$ cat config.mk
export PLATFORM = sky130hd
export DESIGN_NAME = syscall_unit
export DESIGN_NICKNAME = d
export VERILOG_FILES = /design/src/rtl/syscall_unit_pkg.sv /design/src/rtl/syscall_unit_dec_printer.sv /design/src/rtl/syscall_unit.sv
export SDC_FILE = /design/constraint.sdc
export NUM_CORES = 1
export LEC_CHECK = 0
export ABC_AREA = 1
export ABC_CLOCK_PERIOD_IN_PS = 4500
export BUFFER_PORTS_ARGS = -buffer_cell sky130_fd_sc_hd__buf_4
export CAP_MARGIN = 5
export CORE_MARGIN = 2
export CORE_UTILIZATION = 50
export DETAILED_ROUTE_END_ITERATION = 12
export PLACE_DENSITY = 0.67
export SYNTH_ARGS = -nofsm -noshare
export SYNTH_HDL_FRONTEND = slang
export SYNTH_SLANG_ARGS = --single-unit
$ cat constraint.sdc
create_clock -name clk -period 4.5 [get_ports clk]
set_input_delay 0.675 -clock clk [delete_from_list [all_inputs] [get_ports clk]]
set_output_delay 0.675 -clock clk [all_outputs]
set_load 0.05 [all_outputs]
$ cat src/rtl/syscall_unit_pkg.sv
// syscall_unit_pkg: call codes, ASCII constants, state encoding and the
// powers-of-ten table shared by syscall_unit and syscall_dec_printer.
// The call-code macros mirror instruction_head.v; the guards let an
// already-included instruction_head.v take precedence.
`ifndef SYSCALL_PRINT_INT
`define SYSCALL_PRINT_INT 1
`endif
`ifndef SYSCALL_INPUT_INT
`define SYSCALL_INPUT_INT 5
`endif
`ifndef SYSCALL_EXIT
`define SYSCALL_EXIT 10
`endif
`ifndef SYS_OP_LENGTH
`define SYS_OP_LENGTH 32
`endif

package syscall_unit_pkg;
  localparam logic [7:0] ASCII_MINUS = 8'h2D;
  localparam logic [7:0] ASCII_ZERO  = 8'h30;
  localparam logic [7:0] ASCII_NL    = 8'h0A;

  typedef enum logic [2:0] {
    IDLE, P_SIGN, P_DIGIT, P_EMIT, R_CHAR, DONE, HALTED
  } sys_state_t;

  // 10^k for digit index k = 0..9
  function automatic logic [31:0] pow10(input logic [3:0] k);
    case (k)
      4'd0:    pow10 = 32'd1;
      4'd1:    pow10 = 32'd10;
      4'd2:    pow10 = 32'd100;
      4'd3:    pow10 = 32'd1000;
      4'd4:    pow10 = 32'd10000;
      4'd5:    pow10 = 32'd100000;
      4'd6:    pow10 = 32'd1000000;
      4'd7:    pow10 = 32'd10000000;
      4'd8:    pow10 = 32'd100000000;
      4'd9:    pow10 = 32'd1000000000;
      default: pow10 = 32'd1;
    endcase
  endfunction
endpackage

$ cat src/rtl/syscall_unit_dec_printer.sv
// syscall_dec_printer: signed decimal printer. Latches |arg|, emits an
// optional '-', then extracts digits 10^9..10^0 by repeated subtraction,
// suppressing leading zeros. Owns the out_* handshake while busy.
module syscall_dec_printer import syscall_unit_pkg::*; (
  input  logic        clk,
  input  logic        rst_n,
  input  logic        start,
  input  logic [31:0] arg,
  input  logic        out_ready,
  output logic        busy,
  output logic        done,
  output logic [7:0]  out_data,
  output logic        out_valid
);
  sys_state_t  pstate;
  logic [31:0] mag, pw, mag_sub;
  logic [3:0]  k, digit, dnext;
  logic        started, ge, fin, emit;

  // Digit step: a subtraction that leaves mag < 10^k also closes the digit,
  // so a digit costs max(d,1) cycles instead of d+1.
  always_comb begin
    pw      = pow10(k);
    ge      = mag >= pw;
    mag_sub = mag - pw;
    dnext   = ge ? digit + 4'd1 : digit;
    fin     = !ge || (mag_sub < pw);
    emit    = (dnext != 4'd0) || started || (k == 4'd0);
  end

  assign busy = (pstate != IDLE);
  assign done = (pstate == P_EMIT) && out_ready && (k == 4'd0);

  // Printer sequencer and registered output handshake
  always_ff @(posedge clk or negedge rst_n) begin
    if (!rst_n) begin
      pstate    <= IDLE;
      mag       <= '0;
      k         <= '0;
      digit     <= '0;
      started   <= 1'b0;
      out_data  <= '0;
      out_valid <= 1'b0;
    end else begin
      case (pstate)
        IDLE: if (start) begin
          // two's-complement negate; 0x80000000 maps to 2147483648 unsigned
          mag     <= arg[31] ? (~arg + 32'd1) : arg;
          k       <= 4'd9;
          digit   <= '0;
          started <= 1'b0;
          if (arg[31]) begin
            out_valid <= 1'b1;
            out_data  <= ASCII_MINUS;
          end
          pstate  <= P_SIGN;
        end
        P_SIGN: if (!out_valid || out_ready) begin
          out_valid <= 1'b0;
          pstate    <= P_DIGIT;
        end
        P_DIGIT: begin
          if (ge) mag <= mag_sub;
          if (!fin) begin
            digit <= dnext;
          end else if (emit) begin
            digit     <= dnext;
            started   <= 1'b1;
            out_valid <= 1'b1;
            out_data  <= ASCII_ZERO + {4'd0, dnext};
            pstate    <= P_EMIT;
          end else begin
            k     <= k - 4'd1;
            digit <= '0;
          end
        end
        P_EMIT: if (out_ready) begin
          out_valid <= 1'b0;
          digit     <= '0;
          if (k == 4'd0) pstate <= IDLE;
          else begin
            k      <= k - 4'd1;
            pstate <= P_DIGIT;
          end
        end
        default: pstate <= IDLE;
      endcase
    end
  end
endmodule

$ cat src/rtl/syscall_unit.sv
// syscall_unit: sequential system-call service stage (print int, read int,
// exit). Stalls the PC while a call is in flight and releases it for one
// DONE cycle. Optional macro SYSCALL_ECHO_EN echoes every read byte.
module syscall_unit import syscall_unit_pkg::*; #(
  parameter int SYS_OP_W = `SYS_OP_LENGTH
) (
  input  logic                clk,
  input  logic                rst_n,
  input  logic                syscall,
  input  logic [SYS_OP_W-1:0] sys_op,
  input  logic [31:0]         arg,
  output logic                stall,
  output logic [31:0]         rd_data,
  output logic [7:0]          out_data,
  output logic                out_valid,
  input  logic                out_ready,
  input  logic [7:0]          in_data,
  input  logic                in_valid,
  output logic                in_ready,
  output logic                exited
);
  sys_state_t  state;
  logic        op_print, op_input, op_exit, pr_start, pr_busy, pr_done, pr_valid;
  logic [7:0]  pr_data, dval;
  logic [31:0] acc, acc_next;
  logic        neg, first, in_fire, is_digit;

  assign op_print = (sys_op == SYS_OP_W'(`SYSCALL_PRINT_INT));
  assign op_input = (sys_op == SYS_OP_W'(`SYSCALL_INPUT_INT));
  assign op_exit  = (sys_op == SYS_OP_W'(`SYSCALL_EXIT));
  assign pr_start = (state == IDLE) && syscall && op_print;
  assign in_fire  = in_valid && in_ready;
  assign dval     = in_data - ASCII_ZERO;
  assign is_digit = (in_data >= 8'h30) && (in_data <= 8'h39);
  assign acc_next = acc * 32'd10 + {24'd0, dval};

  // Stall is combinational so the PC freezes in the very cycle of the call
  always_comb begin
    case (state)
      IDLE:    stall = syscall && (op_print || op_input || op_exit);
      DONE:    stall = 1'b0;
      default: stall = 1'b1;
    endcase
  end

  syscall_dec_printer u_printer (
    .clk       (clk),
    .rst_n     (rst_n),
    .start     (pr_start),
    .arg       (arg),
    .out_ready (out_ready),
    .busy      (pr_busy),
    .done      (pr_done),
    .out_data  (pr_data),
    .out_valid (pr_valid)
  );

`ifdef SYSCALL_ECHO_EN
  logic [7:0] e_data;
  logic       e_valid, nl_pend;
  assign out_valid = pr_valid | e_valid;
  assign out_data  = pr_valid ? pr_data : e_data;
`else
  assign out_valid = pr_valid;
  assign out_data  = pr_data;
`endif

  // Call sequencer: dispatch, integer parse, one-cycle release, halt
  always_ff @(posedge clk or negedge rst_n) begin
    if (!rst_n) begin
      state    <= IDLE;
      acc      <= '0;
      neg      <= 1'b0;
      first    <= 1'b0;
      rd_data  <= '0;
      in_ready <= 1'b0;
      exited   <= 1'b0;
`ifdef SYSCALL_ECHO_EN
      e_data   <= '0;
      e_valid  <= 1'b0;
      nl_pend  <= 1'b0;
`endif
    end else begin
      case (state)
        IDLE: if (syscall) begin
          if (op_print) state <= P_SIGN;
          else if (op_input) begin
            acc      <= '0;
            neg      <= 1'b0;
            first    <= 1'b1;
            in_ready <= 1'b1;
            state    <= R_CHAR;
          end else if (op_exit) begin
            exited <= 1'b1;
            state  <= HALTED;
          end
        end
        // printer runs on its own; just wait for its last byte to leave
        P_SIGN: if (pr_done || !pr_busy) state <= DONE;
        R_CHAR: begin
          if (in_fire) begin
            first <= 1'b0;
            if (is_digit) acc <= acc_next;
            else if (in_data == ASCII_MINUS && first) neg <= 1'b1;
            else if (in_data == ASCII_NL) rd_data <= neg ? (32'd0 - acc) : acc;
`ifdef SYSCALL_ECHO_EN
            e_valid  <= 1'b1;
            e_data   <= in_data;
            in_ready <= 1'b0;
            nl_pend  <= (in_data == ASCII_NL);
`else
            if (in_data == ASCII_NL) begin
              in_ready <= 1'b0;
              state    <= DONE;
            end
`endif
          end
`ifdef SYSCALL_ECHO_EN
          // finish only once the echoed newline has been taken
          if (e_valid && out_ready) begin
            e_valid <= 1'b0;
            if (nl_pend) state <= DONE;
            else in_ready <= 1'b1;
          end
`endif
        end
        DONE:    state <= IDLE;
        HALTED:  state <= HALTED;
        default: state <= IDLE;
      endcase
    end
  end
endmodule
==> key figures <==
Outcome
  • Status: finished clean

Clocking
  • Clock sink count: 121
  • Clock tree from TritonCTS: yes
  • Maximum clock path buffer count: 2
  • Hold buffer count at cts: 0
  • Num CTS Buffers: 17
  • CTS H-tree depth: 4
  • Clk Tree Root Cell: clkbuf_16
  • Post-CTS clock slew at the launch and capture registers of the worst setup and hold paths: 0.06 ns
  • Worst skew pair latency: 0.42 ns

Routing
  • Iter 0 DRT Violations: 852
  • Count of unresolved DRC violations after routing: 0
  • Per-cell routed wire length: 15.74 um
  • Length of the first detailed-routing pass in iterations: 6
  • Remaining number of nets flagged by the antenna check after routing: 0
  • Vias after detailed routing: 12486
  • Vias per Instance: 5.479
  • Drt total wl: 35.87 mm

Synth
  • Cell type with the largest total area after synthesis: dfrtp_1
  • Most numerous cell types in the synthesized netlist: nand2_1, inv_1, nor2_1
  • Distinct cell type count of the synthesized netlist: 58
  • Most used standard cell by instance count after synthesis: nand2_1
  • Netlist Area Pre-Place: 0.01245 mm2
  • Post-synth top flop: dfrtp_1
  • Portion of the post-synthesis area used by sequential elements: 0.2433
  • Number of storage elements in the synthesis netlist: 121
  • Mapped Cells: 1815
  • Number of enable flip-flop cells after synthesis: 0
  • Top post-synthesis cells by area: dfrtp_1, ha_1, nand2_1
  • Average size of a mapped cell: 6.858 um2
  • Async set-reset flop share out of synthesis: 1.000
  • Number of warnings reported in the yosys synthesis log: 0
  • Synth top area share: 0.2433

Floorplanning
  • Die Span X: 161.8 um
  • Area of the core: 0.02439 mm2
  • Effective utilization at floorplan: 0.5103
  • Die outline height: 161.8 um
  • Row count: 57
  • IO Count: 121
  • Die area: 0.02617 mm2

Placed design
  • Final HPWL from detailed placement: 29.05 mm
  • Count of port buffers added during placement: 118
  • Final RePlAce weighted congestion: 0.9537
  • Area after detailed placement: 0.01372 mm2

Critical path
  • Peak per-stage delay on the critical path: 0.34 ns
  • Required time at the endpoint of the critical path: 4.80 ns
  • Delay-heaviest family, CP: compound AO/OA/AOI/OAI gates
  • Count of buffer and inverter cells on the critical path: 3
  • CP max-delay cell: dfrtp_1
  • Critical Path Fanout Max: 5
  • Library cell appearing most often on the critical path: nand2_1
  • Kind of critical path: reg -> reg
  • Critical Path End Type: flop
  • Arrival time of data at the critical path endpoint: 4.52 ns
  • Startpoint Class: flop

STA
  • Final number of setup-violating endpoints: 0
  • Fin. Hold Viols: 0
  • Worst slew slack as a fraction of its limit: 0.3944
  • Sum of negative setup slack: 0 ns
  • FMAX: 0.2369 GHz
  • Post-route fraction of the period consumed by the critical path: 0.9380
  • Final clock skew: 0.01173 ns
  • Actual slew at the worst max-slew pin: 0.9001 ns
  • Final period demand of the worst path: 4.221 ns
  • Max-slew violations: 0

Pwr
  • Maximum vdd drop: 0.002199 V
  • Static power due to leakage: 0.007631 uW
  • Overall power: 12310 uW
  • PwrDens: 849.7 mW/mm2

Global routing
  • Via count of the first global-routing pass: 12183
  • First-pass GRT wire length: 58.81 mm
  • GRT Overall Usage: 0.2766
  • Global-route congestion overflow total: 0
  • Number of antenna violations at the first check in global routing: 0
  • Maximum number of pins on one net before global-route repair: 57

Final layout
  • Area Overhead vs Synth: 16.41%
  • Fin area: 0.01449 mm2
  • Proportion of layout cells with a drive suffix above 1: 0.1391
  • Diode insertion count for antenna repair: 0
  • Final core utilization: 0.5940
  • Final net count: 2159

Job
  • Number of max-capacitance violations reported: 0

Worst hold path
  • Hold Crit Class: in -> async
[worst register-to-register path: stages, from the launching register on]
cell and delay, ns:
dfrtp_1 0.34, inv_1 0.08, buf_4 0.16, ha_1 0.24
o211ai_1 0.25, ha_1 0.33, nand2_1 0.09, nand2_1 0.09
a21oi_2 0.14, nand2_2 0.12, a31oi_4 0.20, o21ai_2 0.10
a21boi_2 0.24, inv_1 0.06, nand2_1 0.06, nand2_1 0.07
xor2_2 0.17, ha_1 0.30, a21oi_1 0.16, o221a_2 0.19
nand2_1 0.08, nand2_1 0.12, nand2_4 0.09, a21oi_4 0.21
nand2_2 0.10, nand2_1 0.08, nand2_1 0.05
[per-stage QoR]
stage | hold slack (ns) | std cells | setup slack, ns
2_1_floorplan | 0.3794 | 1816 | 0.4787
3_3_place_gp | 0.4523 | 2242 | 0.1472
6_report | 0.2946 | 2279 | 0.2791
4_1_cts | 0.3078 | 2274 | 0.02396
3_5_place_dp | 0.4617 | 2242 | 0.02527
5_1_grt | 0.3484 | 2279 | -0.01994
[area by class of cell]
cell class	count	area, um2
Sequential cell	121	3029
Clock buffer	18	439.2
Inverter	215	809.5
Fill cell	2395	9902
Multi-Input combinational cell	1446	8589
Clock inverter	14	157.7
Timing Repair Buffer	141	1059
Tap cell	324	405.4
[kinds of logic after synthesis]
| logic type | share of synthesized area |
|---|---|
| compound gates | 0.1584 |
| xor+xnor | 0.07238 |
| fa+ha+maj | 0.1425 |
| buf+inv | 0.07730 |
| flops | 0.2433 |
| other cells | 0.0003013 |
| simple gates | 0.3058 |
[placed cells by master, fill, tap and decap left out, types with 6 or more instances in the layout]
cell         n
o22ai_1      7
nor3_1      31
o31ai_1     10
a21o_1      11
nor2_2      12
o21ai_0    139
xor2_1      76
or2_2       10
nand2_1    429
nand4_1     46
dfrtp_1    120
nand3_2      9
xnor2_1     23
inv_1      205
nand3_1     79
nand2_2     21
inv_6        6
buf_4      141
o21ai_1     15
o21a_1       6
a31oi_1     13
nor4_1      21
a21oi_1    100
ha_1       135
a211oi_1     7
nor2_1     177
clkbuf_16   17
o211ai_1     6
[sequential cells by signal, indices dropped and copies added, names as in the netlist]
name and count:
u_printer.out_valid 1, u_printer.digit 4, neg 1, rd_data 32
u_printer.k 4, u_printer.out_data 6, state 3, in_ready 1
u_printer.pstate 2, first 1, u_printer.started 1, exited 1
acc 32, u_printer.mag 32
[power by group]
part / internal (uW) / switching, uW
combinational: 3680 / 5990
clock: 841 / 555
sequential: 1180 / 70.2
[layer usage]
| layer | routed length, um | vias up | track usage |
|---|---|---|---|
| li1 | - | 6328 | - |
| met1 | 15260 | 5823 | 0.3297 |
| met2 | 18230 | 257 | 0.5110 |
| met3 | 1017 | 78 | 0.02656 |
| met4 | 1353 | 0 | 0.1090 |
| met5 | 0 | - | 0 |
[worst paths after layout]
path,end,slack (ns),cells past startpoint,startpoint
max,u_printer.k[2]$_DFFE_PN0P_,0.28,26,u_printer.k[0]$_DFFE_PN0P_
max in group asynchronous,rd_data[8]$_DFFE_PN0P_,3.25,2,rst_n
max reg2reg,u_printer.k[2]$_DFFE_PN0P_,0.28,26,u_printer.k[0]$_DFFE_PN0P_
min reg2reg,exited$_DFFE_PN0P_,0.47,2,exited$_DFFE_PN0P_
min in group clk,exited$_DFFE_PN0P_,0.47,2,exited$_DFFE_PN0P_
min,u_printer.out_data[1]$_DFFE_PN0P_,0.29,1,rst_n
[timing repair]
item	CTS	global route
endpoints found under the setup margin	5	14
gates cloned	0	0
setup buffers	0	5
pin swaps	0	12
gates resized for setup	1	31
(Power assumes the default switching activity.)
